**src/rtl/ed25519_sig_pkg.sv**
```systemverilog
// Shared definitions for the Ed25519 signature packer: FSM encoding, group order L and
// signature width.
package ed25519_sig_pkg;

    typedef enum logic [1:0] {
        StIdle,
        StCollect,
        StStream,
        StDone
    } sig_state_e;

    localparam int unsigned SIG_BITS = 512;

    localparam logic [255:0] ED25519_L =
        256'h1000000000000000000000000000000014def9dea2f79cd65812631a5cf5d3ed;

endpackage

```
**src/rtl/ed25519_lt_l.sv**
```systemverilog
// Combinational comparator: oLt is high when the 256-bit value iX is below the group order L.
// The vector is the little-endian byte string read as an integer, so a plain compare suffices.
module ed25519_lt_l
    import ed25519_sig_pkg::*;
(
    input  logic [255:0] iX,
    output logic         oLt
);

    assign oLt = (iX < ED25519_L);

endmodule

```
**src/rtl/ed25519_sig_packer.sv**
```systemverilog
// Collects R and S in either order and streams {3'b0, S, R} as WORD_W-bit words, word 0 first.
// Define ED25519_SIG_CANON_CHECK_EN to flag non-canonical S (S >= L) on oSErr.
module ed25519_sig_packer
    import ed25519_sig_pkg::*;
#(
    parameter int unsigned WORD_W = 32
) (
    input  logic              iClk,
    input  logic              iRst,
    input  logic              iClear,
    input  logic              iR_valid,
    input  logic [255:0]      iR,
    input  logic              iS_valid,
    input  logic [252:0]      iS,
    output logic              oBusy,
    output logic              oValid,
    input  logic              iReady,
    output logic [WORD_W-1:0] oWord,
    output logic              oLast,
    output logic              oDone,
    output logic              oOverrun,
    output logic              oSErr
);

    localparam int unsigned NUM_WORDS = SIG_BITS / WORD_W;
    localparam int unsigned CntW      = $clog2(NUM_WORDS);

    sig_state_e          state_q, state_d;
    logic [255:0]        r_q, r_d;
    logic [252:0]        s_q, s_d;
    logic                got_r_q, got_r_d;
    logic                got_s_q, got_s_d;
    logic [CntW-1:0]     cnt_q, cnt_d;
    logic [WORD_W-1:0]   word_q, word_d;
    logic                last_q, last_d;
    logic                overrun_q, overrun_d;
    logic                strobe;

    logic [SIG_BITS-1:0]                sig_d;
    logic [NUM_WORDS-1:0][WORD_W-1:0]   words_d;

    assign strobe = iR_valid | iS_valid;

    always_comb begin
        state_d   = state_q;
        r_d       = r_q;
        s_d       = s_q;
        got_r_d   = got_r_q;
        got_s_d   = got_s_q;
        cnt_d     = cnt_q;
        overrun_d = overrun_q;

        if (iClear) begin
            state_d   = StIdle;
            got_r_d   = 1'b0;
            got_s_d   = 1'b0;
            cnt_d     = '0;
            overrun_d = 1'b0;
        end else begin
            unique case (state_q)
                StIdle: begin
                    if (iR_valid) begin
                        r_d     = iR;
                        got_r_d = 1'b1;
                    end
                    if (iS_valid) begin
                        s_d     = iS;
                        got_s_d = 1'b1;
                    end
                    if (strobe) begin
                        cnt_d   = '0;
                        state_d = (iR_valid && iS_valid) ? StStream : StCollect;
                    end
                end
                StCollect: begin
                    // Repeated strobes overwrite: the latest operand is the one streamed.
                    if (iR_valid) begin
                        r_d     = iR;
                        got_r_d = 1'b1;
                    end
                    if (iS_valid) begin
                        s_d     = iS;
                        got_s_d = 1'b1;
                    end
                    if (got_r_d && got_s_d) begin
                        state_d = StStream;
                    end
                end
                StStream: begin
                    if (strobe) begin
                        overrun_d = 1'b1;
                    end
                    if (iReady) begin
                        if (cnt_q == CntW'(NUM_WORDS - 1)) begin
                            cnt_d   = '0;
                            state_d = StDone;
                        end else begin
                            cnt_d = cnt_q + 1'b1;
                        end
                    end
                end
                StDone: begin
                    if (strobe) begin
                        overrun_d = 1'b1;
                    end
                    got_r_d = 1'b0;
                    got_s_d = 1'b0;
                    state_d = StIdle;
                end
                default: begin
                    state_d = StIdle;
                end
            endcase
        end
    end

    // Output word is built from next-state operands so word 0 appears the cycle after the
    // completing strobe.
    assign sig_d   = {3'b000, s_d, r_d};
    assign words_d = sig_d;

    always_comb begin
        word_d = '0;
        last_d = 1'b0;
        if (state_d == StStream) begin
            word_d = words_d[cnt_d];
            last_d = (cnt_d == CntW'(NUM_WORDS - 1));
        end
    end

    always_ff @(posedge iClk or posedge iRst) begin
        if (iRst) begin
            state_q   <= StIdle;
            r_q       <= '0;
            s_q       <= '0;
            got_r_q   <= 1'b0;
            got_s_q   <= 1'b0;
            cnt_q     <= '0;
            word_q    <= '0;
            last_q    <= 1'b0;
            overrun_q <= 1'b0;
        end else begin
            state_q   <= state_d;
            r_q       <= r_d;
            s_q       <= s_d;
            got_r_q   <= got_r_d;
            got_s_q   <= got_s_d;
            cnt_q     <= cnt_d;
            word_q    <= word_d;
            last_q    <= last_d;
            overrun_q <= overrun_d;
        end
    end

    assign oBusy    = (state_q == StCollect) || (state_q == StStream);
    assign oValid   = (state_q == StStream);
    assign oDone    = (state_q == StDone);
    assign oWord    = word_q;
    assign oLast    = last_q;
    assign oOverrun = overrun_q;

`ifdef ED25519_SIG_CANON_CHECK_EN
    logic s_lt;
    logic serr_q, serr_d;

    ed25519_lt_l u_lt_l (
        .iX  ({3'b000, iS}),
        .oLt (s_lt)
    );

    // A new signature restarts the flag; further S captures in COLLECT accumulate.
    always_comb begin
        serr_d = serr_q;
        if (iClear) begin
            serr_d = 1'b0;
        end else if ((state_q == StIdle) && strobe) begin
            serr_d = iS_valid & ~s_lt;
        end else if ((state_q == StCollect) && iS_valid) begin
            serr_d = serr_q | ~s_lt;
        end
    end

    always_ff @(posedge iClk or posedge iRst) begin
        if (iRst) begin
            serr_q <= 1'b0;
        end else begin
            serr_q <= serr_d;
        end
    end

    assign oSErr = serr_q;
`else
    assign oSErr = 1'b0;
`endif

endmodule
```
**config.mk**
```make
export PLATFORM = sky130hd
export DESIGN_NAME = ed25519_sig_packer
export DESIGN_NICKNAME = d
export VERILOG_FILES = /design/src/rtl/ed25519_sig_pkg.sv /design/src/rtl/ed25519_lt_l.sv /design/src/rtl/ed25519_sig_packer.sv
export SDC_FILE = /design/constraint.sdc
export NUM_CORES = 1
export LEC_CHECK = 0
export CAP_MARGIN = 20
export CORE_MARGIN = 10
export CORE_UTILIZATION = 65
export CTS_CLUSTER_DIAMETER = 50
export CTS_CLUSTER_SIZE = 28
export DETAILED_ROUTE_END_ITERATION = 8
export DONT_BUFFER_PORTS = 1
export GPL_TIMING_DRIVEN = 1
export HOLD_SLACK_MARGIN = 0.06
export PLACE_DENSITY_LB_ADDON = 0.05
export SLEW_MARGIN = 0
export SYNTH_ARGS = -nofsm -noshare
export SYNTH_HDL_FRONTEND = slang
export SYNTH_SLANG_ARGS = --single-unit
```
**constraint.sdc**
```tcl
create_clock -name iClk -period 46.2 [get_ports iClk]
set_input_delay 2.31 -clock iClk [delete_from_list [all_inputs] [get_ports iClk]]
set_output_delay 2.31 -clock iClk [all_outputs]
set_load 0.02 [all_outputs]
```
After elaboration in Yosys (flattened, before gate mapping)
Index checks and enable logic that the tools add are counted.
{ "word_totals": {"inputBits": 515, "out_inout_bits": 38, "ff_bits": 551, "wordCells": 63} }
{ "classes": {"order_cmp": 1, "n_eq_ne": 6, "n_addsub": 1, "bitwise": 1, "reduce_logical": 10, "mux": 35} }
{ "ops": {"columns": ["operator", "n"], "rows": [
  ["$mux W256", 3],
  ["$mux W253", 3],
  ["$bmux W32 S4", 1],
  ["$mux W32", 2],
  ["$mux W4", 4],
  ["$mux W1", 12],
  ["$mux W2", 6],
  ["$eq A4 B4 Y1 const B", 2],
  ["$pmux W2 S4", 1],
  ["$pmux W4 S2", 1],
  ["$eq A2 B2 Y1 const B", 3],
  ["$pmux W1 S3", 2],
  ["$lt A4 B5 Y1 const B", 1],
  ["$add A4 B1 Y4 const B", 1],
  ["$reduce_bool A2 Y1", 2],
  ["$reduce_bool A4 Y1", 1],
  ["$reduce_or A2 Y1", 2],
  ["$eq A2 B1 Y1 const B", 1],
  ["$logic_and A1 B1 Y1", 2],
  ["$logic_not A2 Y1", 1],
  ["$reduce_and A2 Y1", 1],
  ["$logic_or A1 B1 Y1", 1],
  ["$or A1 B1 Y1", 1]
]} }

Depth between registers and ports, before layout
Gate-level depths: netlist of run 1.
{ "depth": {"word_depth": 9, "ltp_mapped": 14, "depth_no_buf": 10} }

Worst setup path before layout of run 1
No wires, ideal clock.
{ "synth_path": {"path_kind": "in2reg", "from": "input port iClear", "to": "register word_q[10], in the netlist oWord[10]", "required_time_ps": 46074, "setup_ps": 126, "cell_stages": 7, "path_buffers": 2, "t_arrival_ps": 4163, "setup_slack_ps": 41911, "path_cell_list": "buf_2 > nor2_4 > buf_1 > mux2_2 > a221o_1 > o21ba_1 > a221o_1"} }
{ "synth_between": {"elab_chain_cells": 4, "elab_cells_between_ends": 8, "classes_between": "eq/ne (1); mux (7)"} }
{ "synth_rtl": {"columns": ["element", "line_no", "rtl"], "rows": [
  ["start: declaration", "ed25519_sig_packer.sv:10", "input logic iClear,"],
  ["$mux W253", "ed25519_sig_packer.sv:53", "if (iClear) begin"],
  ["via s_d[10]", "ed25519_sig_packer.sv:30", "logic [252:0] s_q, s_d;"],
  ["$bmux W32 S4", "ed25519_sig_packer.sv:126", "word_d = words_d[cnt_d];"],
  ["$mux W32 (implied by the code)", "ed25519_sig_packer.sv:126", null],
  ["$mux W32", "ed25519_sig_packer.sv:125", "if (state_d == StStream) begin"],
  ["via word_d[10]", "ed25519_sig_packer.sv:34", "logic [WORD_W-1:0] word_q, word_d;"],
  ["end signal: assignment", "ed25519_sig_packer.sv:149", "word_q <= word_d;"],
  ["end: declaration", "ed25519_sig_packer.sv:34", null]
]} }
The timed path passes the listed nets, and every way through them passes these cells. The select of a mux whose other input is x is not followed.
A chain may end at the register's enable or synchronous reset.

==> results.md, run 1 <==
- Asr flop ratio synth: 100%
- Worst VDD drop: between 0.00004 and 0.00005 V
- Hold_ws: ~0.48 ns
- Synth unique cells: 62
- Required time worst endpoint: 46.78 ns
- Unrepaired setup endpoints after global routing: false
- Nature of the critical path endpoint: async pin
- CTS clk-pin slew, worst paths: ~0.08 ns
- Synthesized cell area: roughly 0.025 mm^2
- CTS root buffer: clkbuf_16
- Fin crit period: between 5 and 6 ns
- Final worst path period share: 11.3%
- Hold Vio Cnt, Final: 0
- Top Ports: 553
- WP buf/inv: 4
- CTS buffer count: 48
- Dpl hpwl: 57.4 mm
- Final nets: 2581
- Largest net degree at the start of global routing: 184
- Yosys warning total: 0
- Die Y: around 220 um
- Cell row count: 72
- WL/cell: 30.4 um
- CTS sink count: 551
- Vias in the first global route: 17500
- Register area share after synthesis: around 55%
- Status: complete, no violations
- DR DRC count: 0
- Worst-Margin Slew: 1.10 ns
- Share of cells above drive strength 1: about 29%
- Post-Syn Instances: around 2100
- Total GRT Usage: 33.4%
- Fmax: about 190 MHz
- CP top delay family: buffers and inverters
- Synthesized Nets: 2659
- Global-route wire length before repair: roughly 120 mm
- Syn avg cell area: between 10 and 15 um^2
- Clk_lat worst skew: 0.62 ns
- CTS-repair resized insts: 0
- Pwr per Cell Area: 66.3 mW/mm^2
- Clock skew: 0.0315 ns
- Slew HR: 25.7%
- Initial antenna violation count: 81
- Core Util, Final: 70.7%
- Routed WL: 81.4 mm
- Cells along the critical path: inv_8, buf_4, buf_4, buf_4
- LEAKAGE: 12.0 nW
- Hold-fix buffer count after cts: 0
- Final worst slack: 40.99 ns
- CTS tree: done
- First-pass DRT Iterations: 5
- CP peak stage delay: 0.91 ns
- Max Cap Violations: 0
- Core area: 0.0385 mm^2
- Setup-failing EPs final: 0
- Design Power: 1.80 mW
- CP Class: input pin to async pin
- Initial cell density of the core: between 60% and 70%
- Fin. max-slew vios: 0
- Layout area overhead: 8.01%
- Type of the tightest min-delay check: flop to flop
- Via count: 17200
- Cell mode on critical path: buf_4
- # port buffers: 0
- Final setup TNS: 0 ns
- CTS H-tree lvls: 2
- Routed Antenna Nets: 0
- Synthesized flop and latch total: roughly 550
- Mean number of vias per cell: 6.40
- DRT iter0 DRCs: around 1500
- Die Width: 217 um
- Critical Path Source Type: input pin
- Max clock buf depth: 3
- Ys flop type: dfrtp_1
- Placer Congestion: around 0.92
- Full die area: 0.0470 mm^2
- Setup Buffers After CTS: 0
- Fill cells: 2852
- Number of synthesized flops with an enable pin: 0
- Worst EP arrival: just under 6 ns
- Pre-CTS WS: 40.30 ns
- Worst R2R Setup Slack: 41.77 ns
- Grt ovf: 0
- Crit Path Max Fanout: 129
- Crit-path slowest cell: buf_4
[where the power goes]
part	internal, mW	switching, mW
clock network	0.238	0.206
logic	0.269	0.296
registers	0.714	0.0806
[cell usage after synthesis (13+ instances only)]
master    number  area (um^2)
buf_2         69          345
a21oi_1       42          210
nor2_1       362         1360
nor3_1        62          310
buf_1         13         48.8
o311ai_0      22          193
dfrtp_1      551        13800
or3_1         58          363
o31ai_1       29          218
nand2_1      166          623
buf_4         15          113
mux2_2       465         5240
o21ba_1       57          571
a221o_1       57          571
clkbuf_1      51          191
[routing by layer]
metal | vias to the layer above | GRT usage, % | part of all wire, %
met4 | 52 | 17.2 | 4.4
met3 | 209 | 12.9 | 9.7
li1 | 7404 | - | -
met5 | - | 0 | 0.41
met1 | 8752 | 36.5 | 35
met2 | 738 | 56.1 | 51
[logic make-up after synthesis]
kind of cell / synth area share [%]
buffers and inverters: 3.35
adder cells (fa/ha/maj): 0.298
flip-flops: 54.8
XOR/XNOR: 0.0348
AND/OR/NAND/NOR: 11.2
other: 0.0149
multiplexers: 21.8
AO/OA/AOI/OAI: 8.57
[final cells by class]
cell class | instances | area [um^2] | area share, %
Multi-Input combinational cell | 1419 | 10600 | 38.9
Antenna cell | 62 | 155 | 0.571
Timing Repair Buffer | 29 | 229 | 0.842
Tap cell | 518 | 648 | 2.38
Inverter | 11 | 53.8 | 0.198
Clock buffer | 57 | 1330 | 4.88
Sequential cell | 551 | 13800 | 50.7
Clock inverter | 33 | 415 | 1.53
[tightest hold or removal path, cell delays in order (launching register included)]
cell     delay [ns]
dfrtp_1        0.33
nand2_1        0.04
nand2_1        0.07
[path summary, 6_finish.rpt]
kind | start | to | cells past startpoint
setup reg to reg | state_q[0]$_DFF_PP0_ | oWord[10]$_DFF_PP0_ | 10
hold reg to reg | r_q[76]$_DFF_PP0_ | r_q[76]$_DFF_PP0_ | 2
max in group iClk | iS_valid | oWord[25]$_DFF_PP0_ | 8
min in group asynchronous | iRst | s_q[135]$_DFF_PP0_ | 1
setup / recovery | iRst | r_q[124]$_DFF_PP0_ | 4
hold / removal | r_q[76]$_DFF_PP0_ | r_q[76]$_DFF_PP0_ | 2
[state kept, by name, indices dropped and copies added (netlist names)]
signal / flops
oLast: 1
cnt_q: 4
oWord: 32
state_q: 2
oOverrun: 1
got_r_q: 1
got_s_q: 1
r_q: 256
s_q: 253
[cell usage in the layout, fill, tap and decap left out, drive strengths merged, types with 9 or more instances in the layout]
cell	count
o21ba	58
o311ai	29
diode	62
mux2i	9
or3	59
inv	29
nor3	62
dfrtp	551
buf	29
clkbuf	57
o31ai	29
a221o	57
nor2	364
mux2	477
a21oi	42
nand2	166
[metrics by stage]
step           instances  cell area, um^2
3_5_place_dp        2528            25300
5_1_grt             2661            27100
3_3_place_gp        2525            25300
6_report            2680            27200
2_1_floorplan       2138            25200
4_1_cts             2618            27000
Power figures use the tool's default switching activity.
==> inputs of run 2 (changes only) <==
--- a/config.mk
+++ b/config.mk
@@ -7,7 +7,7 @@
 export LEC_CHECK = 0
 export CAP_MARGIN = 20
 export CORE_MARGIN = 10
-export CORE_UTILIZATION = 65
+export CORE_UTILIZATION = 64
 export CTS_CLUSTER_DIAMETER = 50
 export CTS_CLUSTER_SIZE = 28
 export DETAILED_ROUTE_END_ITERATION = 8
==> constraint.sdc (replaced) <==
create_clock -name iClk -period 5.26 [get_ports iClk]
set_input_delay 0.263 -clock iClk [delete_from_list [all_inputs] [get_ports iClk]]
set_output_delay 0.263 -clock iClk [all_outputs]
set_load 0.02 [all_outputs]
==> run 2 against run 1 <==
Effect of this change:
- cell count rose by 19%
- global-route usage rose by 5.8 points
- non-clock buffer count rose by 521
- sequential share of layout area fell by 8.2 points
- sequential power rose to 8.9 times the previous value
- clock skew rose by 0.0065 ns
- via count rose by 21%
- critical endpoint is now oWord[28]$_DFF_PP0_
- largest cell class unchanged
==> results.md, run 2 (synthesis gave the netlist of run 1 again) <==
- Routed WL: 96.4 mm
- Largest net degree at the start of global routing: 180
- DRT iter0 DRCs: ~2400
- Crit Path Max Fanout: 78
- Worst-Margin Slew: 1.11 ns
- Slew HR: 26.2%
- Initial cell density of the core: 65.0%
- Hold Vio Cnt, Final: 0
- Routed Antenna Nets: 0
- Hold path cells: 2
- Type of the tightest min-delay check: input pin to flop
- Most common cell after layout, fill and taps aside: dfrtp_1
- CTS tree: done
- Global-route wire length before repair: approximately 140 mm
- Worst hold endpoint: s_q[117]$_DFF_PP0_
- Nature of the critical path endpoint: flop
- Setup-failing EPs final: 0
- RR Endpoint: oWord[28]$_DFF_PP0_
- Crit-path slowest cell: inv_4
- Hold_sp: iClear
- Vias in the first global route: 22000
- LEAKAGE: between 10 and 15 nW
- Worst VDD drop: 0.000411 V
- CTS sink count: around 550
- Initial antenna violation count: 49
- Hold-fix buffer count after cts: 515
- Full die area: about 0.048 mm^2
- Final setup TNS: 0 ns
- Final nets: 3102
- CTS clk-pin slew, worst paths: around 0.090 ns
- Clk_lat worst skew: a little over 0.6 ns
- Required time worst endpoint: 5.78 ns
- Fin. max-slew vios: 0
- CTS-repair resized insts: 0
- Max reg flops: 256
- First-pass DRT Iterations: 5
- Fin crit period: about 4.2 ns
- FF-to-FF Start: state_q[0]$_DFF_PP0_
- Die Y: 218 um
- CP Class: flop to flop
- Via count: approximately 21000
- # port buffers: 0
- Top Ports: 553
- Die Width: 218 um
- Critical Path Source Type: flop
- Worst EP arrival: 4.75 ns
- DR DRC count: 0
- Core area: 0.0387 mm^2
- Pwr per Cell Area: 513 mW/mm^2
- CP top delay family: compound AO/OA/AOI/OAI gates
- Cell row count: 72
- Dpl hpwl: ~58 mm
- Total GRT Usage: 39.2%
- Biggest register: r_q
- Final worst path period share: 80.4%
- Layout area overhead: 28.9%
- WL/cell: 30.2 um
- Worst-case reg-to-reg path depth: 9
- Worst R2R Setup Slack: 1.03 ns
- CTS H-tree lvls: 2
- Cells along the critical path: inv_1, ha_1, nand3_1, a21o_4, inv_4, nor2_1, o311ai_0, buf_4, a221o_1
- Max clock buf depth: 3
- CTS buffer count: 48
- Mean number of vias per cell: 6.50
- WP buf/inv: 3
- Design Power: 16.7 mW
- Grt ovf: 0
- Unrepaired setup endpoints after global routing: false
- Max Cap Violations: 0
- CTS root buffer: clkbuf_16
- Placer Congestion: 0.885
- CP peak stage delay: about 0.84 ns
- Commonest non-fill, non-tap cells in the layout: dfrtp_1 (551), dlygate4sd3_1 (515), mux2_2 (465), nor2_1 (361), nand2_1 (165)
- Core Util, Final: between 80 and 90%
- Fmax: 237 MHz
- Setup Buffers After CTS: 0
- Status: complete, no violations
- Clock skew: 0.0380 ns
- Share of cells above drive strength 1: 23.3%
run 2: cell types whose count changed in the layout (fill, tap and decap cells not counted), moves of 3 or more:
cell,change
dlygate4sd3_1,+515
clkbuf_8,-5
buf_12,+13
clkinv_4,+6
clkinv_2,+5
clkinvlp_4,+3
inv_6,-8
buf_4,-6
clkinv_8,-4
run 2: worst max path at each step:
stage                               from  cells after the start  slack [ns]                   to
floorplan                           iRst                      1       -2.50   cnt_q[0]$_DFF_PP0_
global placement    state_q[0]$_DFF_PP0_                      9        1.33  oWord[20]$_DFF_PP0_
global route        state_q[0]$_DFF_PP0_                      9        0.94  oWord[28]$_DFF_PP0_
detailed placement  state_q[0]$_DFF_PP0_                      9        1.24  oWord[28]$_DFF_PP0_
finish              state_q[0]$_DFF_PP0_                      9        1.03  oWord[28]$_DFF_PP0_
CTS                 state_q[0]$_DFF_PP0_                      9        1.22  oWord[28]$_DFF_PP0_
run 2: worst register-to-register path: stages, from the launching register on:
cell	delay, ns
dfrtp_1	0.42
inv_1	0.15
ha_1	0.56
nand3_1	0.37
a21o_4	0.49
inv_4	0.88
nor2_1	0.12
o311ai_0	0.78
buf_4	0.23
a221o_1	0.15
run 2: final cells by class:
| type | instances | area, um^2 |
|---|---|---|
| Multi-Input combinational cell | 1419 | 10600 |
| Antenna cell | 60 | 150 |
| Clock inverter | 33 | 350 |
| Inverter | 11 | 51.3 |
| Clock buffer | 53 | 1260 |
| Tap cell | 518 | 648 |
| Timing Repair Buffer | 550 | 5630 |
| Fill cell | 1877 | 6280 |
| Sequential cell | 551 | 13800 |
run 2: power by group:
group / internal, mW / switching [mW]
registers: 6.28 / 0.829
logic: 2.68 / 3.14
clock network: 1.98 / 1.76
total: 10.9 / 5.73
run 2: per-stage QoR:
step           hold WS [ns]  setup slack [ns]  std cells  area [um^2]
2_1_floorplan         0.387             -2.50       2138        25200
3_3_place_gp          0.243              1.33       2532        25500
3_5_place_dp          0.257              1.24       2533        25500
4_1_cts              0.0669              1.22       3134        32300
5_1_grt              0.0937             0.935       3182        32400
6_report             0.0840              1.03       3195        32500
run 2: metal layers:
metal  GRT usage, %  share of wire [%]  vias to the layer above
met3           9.23                9.1                      460
met2           65.6                 49                     1549
met1           43.7                 34                    10300
met5              0                  0                        -
met4           27.4                8.0                        0
li1               -                  -                     8431
